### src/rtl/switch_pkg.sv
// switch_pkg: shared defaults and types for the output-bus arbiter.
package switch_pkg;
    localparam int NUM_PORTS_DFLT = 4;
    localparam int WEIGHT_W_DFLT  = 4;
    localparam int MAX_BEATS_DFLT = 16;
    typedef enum logic {IDLE, GRANT} arb_state_e;
    typedef logic [$clog2(NUM_PORTS_DFLT)-1:0] port_id_t;
endpackage

### src/rtl/rr_pick.sv
// rr_pick: first set bit of elig_i scanning upward from ptr_i, wrapping modulo N.
module rr_pick #(
    parameter int  N    = 4,
    localparam int ID_W = $clog2(N)
) (
    input  logic [N-1:0]    elig_i,
    input  logic [ID_W-1:0] ptr_i,
    output logic [ID_W-1:0] win_o,
    output logic            found_o
);
    logic [ID_W-1:0] idx;
    always_comb begin
        win_o   = '0;
        found_o = 1'b0;
        idx     = '0;
        // Scan from the farthest offset down so the nearest eligible port wins.
        for (int k = N - 1; k >= 0; k--) begin
            idx = ID_W'((int'(ptr_i) + k) % N);
            if (elig_i[idx]) begin
                win_o   = idx;
                found_o = 1'b1;
            end
        end
    end
endmodule

### src/rtl/wrr_burst_arbiter.sv
// wrr_burst_arbiter: weighted round-robin arbiter that locks the bus for a whole packet,
// with a beat-limit watchdog that force-releases a stuck grant.
module wrr_burst_arbiter
    import switch_pkg::*;
#(
    parameter int  NUM_PORTS      = NUM_PORTS_DFLT,
    parameter int  WEIGHT_W       = WEIGHT_W_DFLT,
    parameter int  DEFAULT_WEIGHT = 1,
    parameter int  MAX_BEATS      = MAX_BEATS_DFLT,
    parameter int  BEAT_W         = 5,
    localparam int ID_W           = $clog2(NUM_PORTS)
) (
    input  logic                          clk,
    input  logic                          rst_n,
    input  logic [NUM_PORTS-1:0]          req_i,
    input  logic [NUM_PORTS-1:0]          last_i,
    input  logic [NUM_PORTS*WEIGHT_W-1:0] cfg_weight_i,
    input  logic                          cfg_load_i,
    output logic [NUM_PORTS-1:0]          grant_o,
    output logic [ID_W-1:0]               grant_id_o,
    output logic                          busy_o,
    output logic                          timeout_o
);
    arb_state_e           state_q, state_d;
    logic [NUM_PORTS-1:0] grant_q, grant_d;
    logic [ID_W-1:0]      gid_q, gid_d, ptr_q, ptr_d, win;
    logic [BEAT_W-1:0]    beat_q, beat_d;
    logic [WEIGHT_W-1:0]  weight_q [NUM_PORTS];
    logic [WEIGHT_W-1:0]  weight_d [NUM_PORTS];
    logic [WEIGHT_W-1:0]  credit_q [NUM_PORTS];
    logic [WEIGHT_W-1:0]  credit_d [NUM_PORTS];
    logic [NUM_PORTS-1:0] has_w, elig_now, elig;
    logic                 refill, found, beat, last_beat, wd_hit, release_g;

    // A refill makes every weighted requester eligible this same cycle, so no bubble.
    always_comb begin
        has_w    = '0;
        elig_now = '0;
        for (int i = 0; i < NUM_PORTS; i++) begin
            has_w[i]    = weight_q[i] != '0;
            elig_now[i] = req_i[i] && has_w[i] && credit_q[i] != '0;
        end
        refill    = state_q == IDLE && elig_now == '0 && (req_i & has_w) != '0;
        elig      = refill ? (req_i & has_w) : elig_now;
        beat      = req_i[gid_q];
        last_beat = beat && last_i[gid_q];
        wd_hit    = beat && !last_i[gid_q] && beat_q >= BEAT_W'(MAX_BEATS);
        release_g = state_q == GRANT && (!beat || last_beat || wd_hit);
    end

    rr_pick #(.N(NUM_PORTS)) u_pick (
        .elig_i  (elig),
        .ptr_i   (ptr_q),
        .win_o   (win),
        .found_o (found)
    );

    always_ff @(posedge clk or negedge rst_n) begin
        if (!rst_n) state_q <= IDLE;
        else        state_q <= state_d;
    end

    always_comb begin
        state_d = state_q == IDLE ? (found ? GRANT : IDLE) : (release_g ? IDLE : GRANT);
    end

    always_comb begin
        grant_o    = grant_q;
        grant_id_o = gid_q;
        busy_o     = state_q == GRANT;
        timeout_o  = state_q == GRANT && wd_hit;
    end

    always_comb begin
        grant_d  = grant_q;
        gid_d    = gid_q;
        ptr_d    = ptr_q;
        beat_d   = beat_q;
        weight_d = weight_q;
        credit_d = credit_q;
        if (state_q == IDLE) begin
            if (refill) credit_d = weight_q;
            if (found) begin
                grant_d = NUM_PORTS'(1) << win;
                gid_d   = win;
                beat_d  = BEAT_W'(1);
            end
        end else if (release_g) begin
            grant_d = '0;
            gid_d   = '0;
            beat_d  = '0;
            ptr_d   = gid_q == ID_W'(NUM_PORTS - 1) ? '0 : gid_q + ID_W'(1);
            if (credit_q[gid_q] != '0) credit_d[gid_q] = credit_q[gid_q] - WEIGHT_W'(1);
        end else if (beat && beat_q < BEAT_W'(MAX_BEATS)) begin
            beat_d = beat_q + BEAT_W'(1);
        end
        // New weights override both refill and end-of-packet credit updates.
        if (cfg_load_i) begin
            for (int i = 0; i < NUM_PORTS; i++) begin
                weight_d[i] = cfg_weight_i[i*WEIGHT_W +: WEIGHT_W];
                credit_d[i] = cfg_weight_i[i*WEIGHT_W +: WEIGHT_W];
            end
        end
    end

    always_ff @(posedge clk or negedge rst_n) begin
        if (!rst_n) begin
            grant_q <= '0;
            gid_q   <= '0;
            ptr_q   <= '0;
            beat_q  <= '0;
            for (int i = 0; i < NUM_PORTS; i++) begin
                weight_q[i] <= WEIGHT_W'(DEFAULT_WEIGHT);
                credit_q[i] <= WEIGHT_W'(DEFAULT_WEIGHT);
            end
        end else begin
            grant_q  <= grant_d;
            gid_q    <= gid_d;
            ptr_q    <= ptr_d;
            beat_q   <= beat_d;
            weight_q <= weight_d;
            credit_q <= credit_d;
        end
    end

    a_grant_onehot: assert property (@(posedge clk) disable iff (!rst_n) $onehot0(grant_q));
endmodule

### config.mk
export PLATFORM = sky130hd
export DESIGN_NAME = wrr_burst_arbiter
export DESIGN_NICKNAME = d
export VERILOG_FILES = /design/src/rtl/switch_pkg.sv /design/src/rtl/rr_pick.sv /design/src/rtl/wrr_burst_arbiter.sv
export SDC_FILE = /design/constraint.sdc
export NUM_CORES = 1
export LEC_CHECK = 0
export CORE_ASPECT_RATIO = 0.6
export CORE_MARGIN = 4
export CORE_UTILIZATION = 59
export CTS_CLUSTER_DIAMETER = 60
export DETAILED_ROUTE_END_ITERATION = 6
export MAX_ROUTING_LAYER = met4
export PLACE_DENSITY_LB_ADDON = 0.15
export SETUP_SLACK_MARGIN = 0.5
export SYNTH_ARGS = -nofsm -noshare
export SYNTH_HDL_FRONTEND = slang
export SYNTH_SLANG_ARGS = --single-unit
### constraint.sdc
create_clock -name clk -period 4.19 [get_ports clk]
set_input_delay 0.838 -clock clk [delete_from_list [all_inputs] [get_ports clk]]
set_output_delay 0.838 -clock clk [all_outputs]
set_load 0.01 [all_outputs]
==> impl_results.rst <==
.. list-table::
   :header-rows: 1

   * - Metric
     - Value
   * - Post-synthesis area per instance
     - a little under 10 µm²
   * - Largest fanout of any net on the critical path
     - 4
   * - Pwr dens
     - 651 nW/µm²
   * - Dominant synthesized flop cell
     - dfrtp_1
   * - Worst setup SP type
     - input pin
   * - Final cell count without fillers
     - 368
   * - Total iterations of the first detailed-routing run
     - 5
   * - Remaining routing DRC violations
     - 0
   * - Netlist area before placement
     - 2680 µm²
   * - Max Clk Rate
     - ~280 MHz
   * - Register bit count reported by yosys
     - 46
   * - Final design area excluding fillers
     - 3180 µm²
   * - Final hold violations
     - 0
   * - Post-DR vias/cell
     - 6.46
   * - Total via count in the routed design
     - 2378
   * - Post-layout nets
     - around 340
   * - Detailed placer's ending HPWL
     - 5.18 mm
   * - P&R area growth vs syn
     - 18.4%
   * - Transition at the pin with the smallest max-transition slack
     - roughly 1.0 ns
   * - MaxCap Viol Count
     - 0
   * - Warning count from the yosys run
     - 0
   * - Die outline area
     - 5720 µm²
   * - Post-synthesis instance total
     - 276
   * - Effective utilization at floorplan
     - 0.633
   * - Critical Path Sink Type
     - primary output
   * - Total GRT Usage
     - 0.277
   * - Vias in the first global route
     - 2249
   * - Post-synth net total
     - 310
   * - Setup TNS
     - 0 ns
   * - Xor and xnor area share after synthesis
     - 0.00980
   * - Number of rows created at floorplan
     - 18
   * - Clock tree buffer depth
     - 2
   * - Count of nets left with antenna violations after detail routing
     - 0
   * - Area of the core
     - 4230 µm²
   * - Largest cells by area after synthesis
     - dfrtp_1 35%, dfstp_2 7.8%, mux2_1 5.9%
   * - First-pass GRT wire length
     - 11.5 mm
   * - Portion of netlist area occupied by mux cells
     - 0.105
   * - Buffer type at the clock tree root
     - clkbuf_8
   * - Relative slew slack
     - 0.315
   * - Number of I/O port buffers
     - 34
   * - Largest net degree at the start of global routing
     - between 40 and 50
   * - Worst min-delay path category
     - flop to flop
   * - Type of the worst setup path
     - input pin to primary output
   * - Share of post-route cells with drive strength above 1
     - 0.0942
   * - Standard cell area after detailed placement
     - slightly above 3000 µm²
   * - Worst skew pair latency
     - around 0.30 ns
   * - Number of antenna diodes
     - 0
   * - Clock-pin slew on the worst setup and hold paths
     - 0.09 ns
   * - TritonCTS clock tree
     - built
   * - Final max-slew violation count
     - 0
   * - Portion of the post-synthesis area used by sequential elements
     - 0.433
   * - Count of flip-flops with a built-in enable after synthesis
     - 0
   * - Unique masters post-synth
     - 49
   * - Peak supply drop
     - 292 µV
   * - Compound-cell area share of the yosys netlist
     - 0.231
   * - # setup viols final
     - 0
   * - Routed WL
     - ~7 mm
   * - Setup repair after global routing missed its margin
     - false
   * - Synth async-reset ratio
     - 1.00
   * - Hold buffer count at CTS
     - 0
   * - Combinational family with the most area after synthesis
     - compound AO/OA/AOI/OAI gates
   * - Worst Path Required
     - 3.35 ns
   * - Largest area contributor in the netlist
     - dfrtp_1
   * - Area share of fa/ha/maj cells after synthesis
     - 0.0364
   * - Outcome
     - finished, final reports clean
   * - Utilization after layout
     - 0.750
   * - Inserted Clock Buffers
     - 5
   * - Detail-routed net length per standard cell
     - 19.1 µm
   * - Ports
     - 35
   * - Period utilization
     - 0.846
   * - Final weighted congestion in routability-driven placement
     - 1.00
   * - Crit path DAT
     - 2.71 ns
   * - Clock Skew
     - 0.00735 ns
   * - Antenna violations before repair
     - 0
   * - Leak Pwr
     - 1.34 nW
   * - Fillcell total
     - 307
   * - H-tree levels
     - 2
   * - Cell count after placement
     - 360
   * - Simple-gate area share of the yosys netlist
     - 0.134
   * - Share of the synthesized area in the top cell type
     - 0.355
   * - Height of the die
     - approximately 60 µm
   * - Die width
     - 95.0 µm
   * - 1st-iter DRT viols
     - 267
   * - Total power of the final layout
     - about 0.0021 W
   * - Overflow after GRT
     - 0
   * - Final Critical Period
     - about 3.5 ns
   * - Clock sink total
     - 46
-- registers in the layout, indices dropped and copies added (netlist names) --
register and count:
weight_q 16, credit_q 16, grant_id_o 2, ptr_q 2, grant_o 4, busy_o 1
beat_q 5
-- layout by cell type, fill, tap and decap left out, types with 2 or more instances in the layout --
cell type        synthesis  layout
clkbuf_8                 0       6
xnor2_1                  2       2
a21oi_1                  7       7
mux2_1                  14      14
and2_1                   2       2
a22oi_1                  4       4
a31oi_1                  5       5
dfrtp_1                 38      38
o41ai_1                  3       3
or2_1                    2       2
o21ai_0                 28      28
clkdlybuf4s50_1          0      32
o21ai_1                  4       4
a32o_1                   5       5
dfstp_2                  8       8
mux4_2                   5       5
nand3_1                  2       2
nand2_1                 33      33
nand2b_1                 6       6
o21a_1                   4       4
a221oi_1                 3       3
or4_1                    5       5
o41a_1                   4       4
o31ai_1                  5       5
ha_1                     7       7
a2bb2oi_1                2       2
a22o_1                   6       6
inv_1                   23      23
buf_4                    0       2
nor4_1                   2       2
nor3_1                   5       5
nor2_1                  12      12
-- power breakdown --
part | total [W] | internal (W) | switching, W | leakage (nW)
Sequential | 0.000757 | 0.000586 | 0.000171 | 0.561
Combinational | 0.000968 | 0.000427 | 0.000541 | 0.723
Clock | 0.000343 | 0.000195 | 0.000148 | 0.0585
-- layout make-up --
type / instances / area (µm²) / share of cell area
flip-flops and latches: 46 / 1160 / 0.366
well taps: 60 / 75.1 / 0.0236
clock inverters: 1 / 30.0 / 0.00946
multi-input cells: 194 / 1380 / 0.436
inverters: 24 / 90.1 / 0.0284
clock buffers: 7 / 86.3 / 0.0272
repair buffers: 36 / 349 / 0.110
-- per-stage QoR --
stage               setup WS (ns)  hold WS, ns
global placement            0.422        0.465
floorplan                    1.44        0.463
CTS                         0.651        0.496
detailed placement          0.402        0.476
finish                      0.646        0.485
global route                0.557        0.531
-- layer usage --
| metal | track usage | vias up | part of all wire |
|---|---|---|---|
| met5 | - | - | 0 |
| met4 | 0.0862 | 0 | 0.018 |
| met3 | 0.0679 | 21 | 0.12 |
| met2 | 0.387 | 146 | 0.42 |
| met1 | 0.396 | 1138 | 0.44 |
| li1 | - | 1073 | - |
-- kinds of logic (layout without fill, tap and decap cells) --
group	after synthesis	in the layout
AO/OA/AOI/OAI	88	88
flip-flops	46	46
AND/OR/NAND/NOR	75	75
XOR/XNOR	3	3
adder cells (fa/ha/maj)	8	8
multiplexers	20	20
buffers and inverters	36	68
-- final timing paths --
kind / depth (start not counted) / from / slack [ns] / endpoint
worst max-delay path: 6 / req_i[0] / 0.65 / timeout_o
worst min-delay path: 2 / grant_o[2] / 0.49 / grant_o[2]
worst max register to register: 6 / credit_q[9] / 1.25 / credit_q[1]
worst min register to register: 2 / grant_o[2] / 0.49 / grant_o[2]
max in group asynchronous: 1 / rst_n / 2.84 / beat_q[0]
min in group asynchronous: 1 / rst_n / 0.70 / grant_o[2]
-- cell usage after synthesis, drive strengths merged, types with 2 or more instances --
master / instances
clkbuf: 11
o21ai: 32
nor3: 5
o41a: 4
nor2: 12
o21a: 4
inv: 24
a21boi: 2
nand3: 3
a32o: 5
a2bb2oi: 2
a31oi: 5
dfrtp: 38
xnor2: 2
or2: 3
nand2b: 6
mux2: 15
or4: 5
ha: 7
and2: 2
mux4: 5
a221oi: 4
nor4: 2
o31ai: 5
a22oi: 4
nand2: 33
a22o: 6
dfstp: 8
o41ai: 3
a21oi: 7
-- critical path, cell delays in order --
cell and delay [ns]:
clkdlybuf4s50_1 0.51, nand2b_1 0.13, mux4_2 0.53, or2_2 0.34, nor2_1 0.09, dlygate4sd2_1 0.27
-- repair_timing --
action | in CTS | in global routing
endpoints found under the setup margin | 1 | 0
setup buffers | 0 | 0
gates resized for setup | 1 | 0
Note: power is estimated with default switching activity, not from simulation.
